### src/rtl/pif_led_arbiter.sv
// Shared bicolour status LED: fixed-priority owner selection plus a tick-driven
// pattern engine that renders the owner's latched pattern on active-low pins.
module pif_led_arbiter #(
  parameter int TICK_DIV     = 177333,
  parameter int PERIOD_TICKS = 150,
  parameter int FLASH_TICKS  = 8
) (
  input  logic        Clk,
  input  logic        RstN,
  input  logic [3:0]  Req,
  input  logic [7:0]  Mode,
  input  logic [3:0]  Colour,
  input  logic [11:0] Count,
  output logic [3:0]  Grant,
  output logic        Busy,
  output logic        Tick,
  output logic        red,
  output logic        green
);
  localparam int NUM_LANES = 4;
  localparam int DIV_W     = $clog2(TICK_DIV);
  localparam int PH_W      = $clog2(PERIOD_TICKS);

  typedef enum logic [1:0] {M_SOLID, M_BLINK, M_FLASH, M_ALT} mode_e;
  typedef struct packed {
    logic [1:0] mode;
    logic       colour;
    logic [2:0] count;
  } pat_t;

  logic [DIV_W-1:0]           div_cnt;
  logic [PH_W-1:0]            phase;
  pat_t                       pat;
  pat_t [NUM_LANES-1:0]       lane_pat;
  pat_t                       pat_nxt;
  logic [NUM_LANES-1:0]       grant_nxt;
  logic                       on, first_half, led_red, led_grn;
  logic [2:0]                 flash_n;
  int                         slot;

  for (genvar i = 0; i < NUM_LANES; i++) begin : g_lane
    assign lane_pat[i] = {Mode[2*i +: 2], Colour[i], Count[3*i +: 3]};
  end

  always_ff @(posedge Clk or negedge RstN) begin
    if (!RstN) begin
      div_cnt <= DIV_W'(TICK_DIV - 1);
      Tick    <= 1'b0;
    end else begin
      Tick    <= (div_cnt == '0);
      div_cnt <= (div_cnt == '0) ? DIV_W'(TICK_DIV - 1) : div_cnt - 1'b1;
    end
  end

  // Every arbitration rule reduces to "highest Req set wins"; the hold case
  // falls out because an unchallenged owner is itself the highest request.
  always_comb begin
    grant_nxt = '0;
    pat_nxt   = '0;
    for (int i = 0; i < NUM_LANES; i++) begin
      if (Req[i]) begin
        grant_nxt = NUM_LANES'(1) << i;
        pat_nxt   = lane_pat[i];
      end
    end
  end

  always_ff @(posedge Clk or negedge RstN) begin
    if (!RstN) begin
      Grant <= '0;
      phase <= '0;
      pat   <= '0;
    end else if (Tick) begin
      if (grant_nxt != Grant) begin
        Grant <= grant_nxt;
        phase <= '0;
        pat   <= pat_nxt;
      end else if (phase == PH_W'(PERIOD_TICKS - 1)) begin
        phase <= '0;
        pat   <= pat_nxt;
      end else begin
        phase <= phase + 1'b1;
      end
    end
  end

  assign Busy = |Grant;

  always_comb begin
    on         = 1'b0;
    led_red    = 1'b1;
    led_grn    = 1'b1;
    flash_n    = (pat.count == 3'd0) ? 3'd1 : pat.count;
    slot       = int'(phase) / FLASH_TICKS;
    first_half = int'(phase) < PERIOD_TICKS / 2;
    case (mode_e'(pat.mode))
      M_SOLID: on = 1'b1;
      M_BLINK: on = first_half;
      M_FLASH: on = (slot % 2 == 0) && (slot < 2 * int'(flash_n));
      default: on = 1'b0;
    endcase
    if (mode_e'(pat.mode) == M_ALT) begin
      led_red = !first_half;
      led_grn = first_half;
    end else if (pat.colour) begin
      led_grn = !on;
    end else begin
      led_red = !on;
    end
    if (Grant == '0) begin
      led_red = 1'b1;
      led_grn = 1'b1;
    end
  end

  // Final guard: a both-on request collapses to both-off.
  always_ff @(posedge Clk or negedge RstN) begin
    if (!RstN) begin
      red   <= 1'b1;
      green <= 1'b1;
    end else begin
      red   <= led_red | ~led_grn;
      green <= led_grn | ~led_red;
    end
  end

endmodule

### config.mk
export PLATFORM = sky130hd
export DESIGN_NAME = pif_led_arbiter
export DESIGN_NICKNAME = d
export VERILOG_FILES = /design/src/rtl/pif_led_arbiter.sv
export SDC_FILE = /design/constraint.sdc
export NUM_CORES = 1
export LEC_CHECK = 0
export CAP_MARGIN = 10
export CORE_MARGIN = 4
export CORE_UTILIZATION = 30
export CTS_BUF_LIST = sky130_fd_sc_hd__clkbuf_16
export CTS_CLUSTER_DIAMETER = 80
export DETAILED_ROUTE_END_ITERATION = 16
export RECOVER_POWER = 25
export SLEW_MARGIN = 20
export SYNTH_ARGS = -nofsm -noshare
export SYNTH_HDL_FRONTEND = slang
export SYNTH_SLANG_ARGS = --single-unit
### constraint.sdc
create_clock -name Clk -period 3 [get_ports Clk]
set_input_delay 0.6 -clock Clk [delete_from_list [all_inputs] [get_ports Clk]]
set_output_delay 0.6 -clock Clk [all_outputs]
set_load 0.02 [all_outputs]
# == Word-level counts from Yosys, hierarchy flattened ==
# Cells that the tools add are included.
# classes
n_reduce_logical,12
addsub,2
eq_ne,5
bitwise,4
muxes,21
order_cmp,2
# op_table
operator,n
$mux 6,6
$logic_not 32->1,1
$logic_not 18->1,1
$mux 18,1
$sub 18x1->18 const B,1
$mux 8,2
$mux 4,3
$add 8x1->8 const B,1
$eq 8x8->1 const B,1
$lt 8x7->1 const B,1
$mux 1,7
$lt 5x4->1,1
$eq 2x2->1 const B,2
$logic_not 4->1,1
$ne 4x4->1,1
$reduce_and 2->1,2
$reduce_or 4->1,1
$logic_not 3->1,1
$mux 3,1
$pmux 1 s3,1
$eq 2x1->1 const B,1
$logic_not 1->1,2
$logic_not 2->1,1
$not 1->1,2
3 further kinds,4
# totals
regBits,39
inputBits,30
word_cells,55

# == Depth between registers and ports, before layout ==
# depth
depth_word,11
mapped_depth,8
mapped_depth_nobuf,7

# == Least setup slack after synthesis ==
# OpenSTA, ideal clock, no wires.
# synth_timing
kind,in2reg
startpoint,input Req[3]
endpoint,register pat[1] (netlist name)
setup_ns,0.125
t_arrival_ns,2.371
path_buffers,2
required_time_ns,2.875
path_slack_ns,0.505
cell_stages,6
cell_sequence,clkbuf_1 -> nor4b_1 -> mux2_2 -> o311ai_0 -> buf_2 -> mux2_2
# synth_between
elab_chain_len,4
# synth_rtl
item,line_no,rtl
start: declaration,10,"input logic [3:0] Req,"
$mux 4,61,if (Req[i]) begin
$ne 4x4->1,74,if (grant_nxt != Grant) begin
$reduce_bool 2->1 (no line),-,
$reduce_and 2->1 (no line),-,
end signal: assignment,77,pat <= pat_nxt;
end signal: assignment,80,pat <= pat_nxt;
end: declaration,33,pat_t pat;
# Parallel ways exist; a longest one is shown, timed or not. The select of a mux whose other input is x is not followed.
# A chain may end at the register's enable or synchronous reset.

# == Final worst setup path ==
# layout_timing
startpoint,register Grant[0]
endpoint,output Busy
# layout_between
elab_chain_len,1
# layout_rtl
item,line_no,rtl
start: declaration,14,"output logic [3:0] Grant,"
start signal: assignment,75,Grant <= grant_nxt;
$reduce_or 4->1,87,assign Busy = |Grant;
end: declaration,15,"output logic Busy,"
# Every way passes these cells.

==> impl_metrics.py <==
metrics = {
    "grt": {
        "antenna_found_initial": 0,
        "grt_max_degree": 40,
        "grt_pass1_vias": 1764,
        "grt_overflow": 0,
        "grt_pass1_wl_um": 8397,
        "track_usage_pct": 11.80,
    },
    "clock_network": {
        "cts_tree": "done",
        "clkTransAtPathRegs_ns": 0.06,
        "cts_buffers": 5,
        "clock_sinks": 39,
        "cts_setup_buffers": 0,
        "cts_root_buf": "clkbuf_16",
        "clock_path_buffers": 2,
        "cts_resized": 0,
        "holdBufCountCts": 0,
        "worstSkewPairLatency_ns": 0.28,
        "cts_max_level": 2,
    },
    "sta": {
        "slew_headroom_pct": -37.30,
        "finalMaxSlewViolations": 40,
        "fin_setup_tns_ns": 0,
        "setup_slack_ns": 0.4153,
        "fin_crit_ns": 2.585,
        "fin_crit_sh_pct": 86.16,
        "setup_violations": 0,
        "clock.fmax_mhz": 386.9,
        "clock_skew_ns": 0.002517,
        "rsz0062_at_grt": "no",
        "final_hold_viol_count": 0,
        "tightest_slew_ns": 2.060,
    },
    "logic_synthesis": {
        "synth_cell_type_count": 49,
        "synth_area_um2": 2182,
        "synth-seq-area-share_pct": 45.36,
        "async_flop_share_pct": 100.0,
        "synth_ff_type": "dfrtp_1",
        "postSynthCellCount": 217,
        "synth_edf_count": 0,
        "synth_area_per_cell_um2": 10.06,
        "synth_warnings": 0,
        "synth_nets": 252,
        "yosys_register_bits": 39,
    },
    "power": {
        "p_int_uw": 1036,
        "p_leak_uw": 0.001123,
        "power_frac_comb_pct": 12.5,
        "powerDensity_nw_per_um2": 470.4,
        "vdd_ir_drop_max_mv": 0.2450,
        "p_sw_share_pct": 22.16,
        "pwr-share-clk_pct": 44.6,
        "power_frac_seq_pct": 42.9,
        "switching_power_uw": 294.9,
    },
    "route": {
        "drt-initial-drc-count": 76,
        "drc_errors": 0,
        "post_drt_via_cell_ratio": 4.913,
        "routedWlPerCell_um": 13.06,
        "postRouteAntennaNets": 0,
        "routed_wl_um": 4637,
        "vias": 1744,
        "dr.pass1.iters": 4,
    },
    "floorplan": {
        "die_x_um": 93.29,
        "die_h_um": 93.29,
        "die_area_um2": 8702,
        "initial_core_util_pct": 31.42,
        "core_area_um2": 6944,
        "num_rows": 30,
        "ioPinCount": 38,
    },
    "setup_path": {
        "worstPathMaxFanout": 7,
        "crit_required_ns": 2.40,
        "start_kind": "flip-flop",
        "crit_path_end_kind": "primary output",
        "critical_path_class": "flip-flop to primary output",
        "arrival_ns": 1.98,
    },
    "placement": {
        "pre_cts_ws_ns": 0.2447,
        "dp.cells": 347,
        "dp_hpwl_um": 3484,
        "io_buffers": 37,
        "gp_congestion": 0.8256,
    },
    "cells_and_area": {
        "fin_cells": 355,
        "diodes": 0,
        "layout_common_cells": "36 x clkdlybuf4s50_1, 28 x dfrtp_1, 19 x nor2_1, 11 x nand2_1, 11 x dfstp_2",
        "final_common_cell": "clkdlybuf4s50_1",
        "fin_util_pct": 40.74,
        "syn2layout_area_growth_pct": 29.64,
        "nets": 293,
        "nFillCells": 685,
        "drive_above_1_share_pct": 16.99,
    },
    "run_status": {
        "violations": "capacitance limit, slew limit",
        "status": "finished with violations",
    },
    "run": {
        "drv_cap": 1,
    },
    "min_path": {
        "hp-class": "flip-flop to flip-flop",
    },
}
## per-stage QoR
stage / hold slack, ns / total power, uW / area [um2]
after floorplan: 0.3044 / 656.5 / 2182
after CTS: 0.4667 / 1354 / 2830
final: 0.4674 / 1331 / 2829
after global placement: 0.4624 / 745.8 / 2661
after detailed placement: 0.4619 / 748.1 / 2661
after global routing: 0.5130 / 1388 / 2829
## power by group through the flow
| stage | clock, uW | combinational [uW] | sequential [uW] |
|---|---|---|---|
| final | 594 | 166 | 570 |
| after global routing | 630 | 183 | 575 |
| after CTS | 614 | 169 | 570 |
| after detailed placement | 0 | 169 | 579 |
| after global placement | 0 | 166 | 579 |
| after floorplan | 0 | 67.2 | 589 |
## cells in the mapped netlist, types with 3 or more instances
library cell / count / share of area, %
dfrtp_1: 28 / 32
nor2_1: 19 / 3.3
dfstp_2: 11 / 13
nand2_1: 11 / 1.9
mux2_2: 10 / 5.2
a21oi_1: 9 / 2.1
xor2_1: 9 / 3.6
inv_1: 8 / 1.4
xnor2_1: 8 / 3.2
nor3_1: 7 / 1.6
a22oi_1: 6 / 2.1
nand3_1: 6 / 1.4
o21ai_0: 6 / 1.4
ha_1: 5 / 2.9
nand2b_1: 5 / 1.4
nand4_1: 5 / 1.4
o22ai_1: 5 / 1.4
o31ai_1: 5 / 1.7
clkbuf_1: 4 / 0.69
nor2b_1: 4 / 1.1
nor4_1: 4 / 1.1
o21a_1: 4 / 1.4
or3_1: 4 / 1.1
or4_4: 3 / 1.5
## state kept, by name, summed over array words and instances (netlist names)
name     count
Grant        4
Tick         1
pat          6
green        1
div_cnt     18
red          1
phase        8
## critical path, cell delays in order (launching register included)
cell and delay [ns]:
dfrtp_1 0.45, or4_1 0.67, clkdlybuf4s50_1 0.59
## layout make-up
type | instances | area (um2) | share of cell area (%)
Inverter | 9 | 38.79 | 1.371
Clock inverter | 3 | 43.79 | 1.548
Clock buffer | 5 | 125.1 | 4.423
Multi-Input combinational cell | 162 | 1117 | 39.50
Tap cell | 96 | 120.1 | 4.246
Sequential cell | 39 | 989.7 | 34.98
Timing Repair Buffer | 41 | 394.1 | 13.93
## cells by family after synthesis
kind of cell               Yosys count  share of synthesized area (%)
and+or+nand+nor                     82                          20.99
AOI/OAI and AO/OA                   48                          15.37
DFF                                 39                          45.36
xor gates and xnor gates            17                          6.824
buffers and inverters               16                          3.440
muxes                               10                          5.161
adders and majority gates            5                          2.867
## worst paths after layout
kind / from / to / cells past startpoint / slack, ns
setup / recovery: Grant[0] / Busy / 2 / 0.42
hold / removal: div_cnt[0] / div_cnt[0] / 1 / 0.47
setup reg to reg: div_cnt[8] / div_cnt[3] / 5 / 0.69
hold reg to reg: div_cnt[0] / div_cnt[0] / 1 / 0.47
max in group asynchronous: RstN / phase[2] / 1 / 0.91
min in group asynchronous: RstN / div_cnt[16] / 1 / 0.91
## layer usage
| metal | vias up | routed length [um] | GRT usage, % |
|---|---|---|---|
| met1 | 847 | 2178 | 15.97 |
| met2 | 17 | 2372 | 19.24 |
| met4 | 0 | 0 | 3.297 |
| li1 | 880 | - | - |
| met5 | - | 0 | 0 |
| met3 | 0 | 86 | 2.172 |
(Power assumes the default switching activity.)
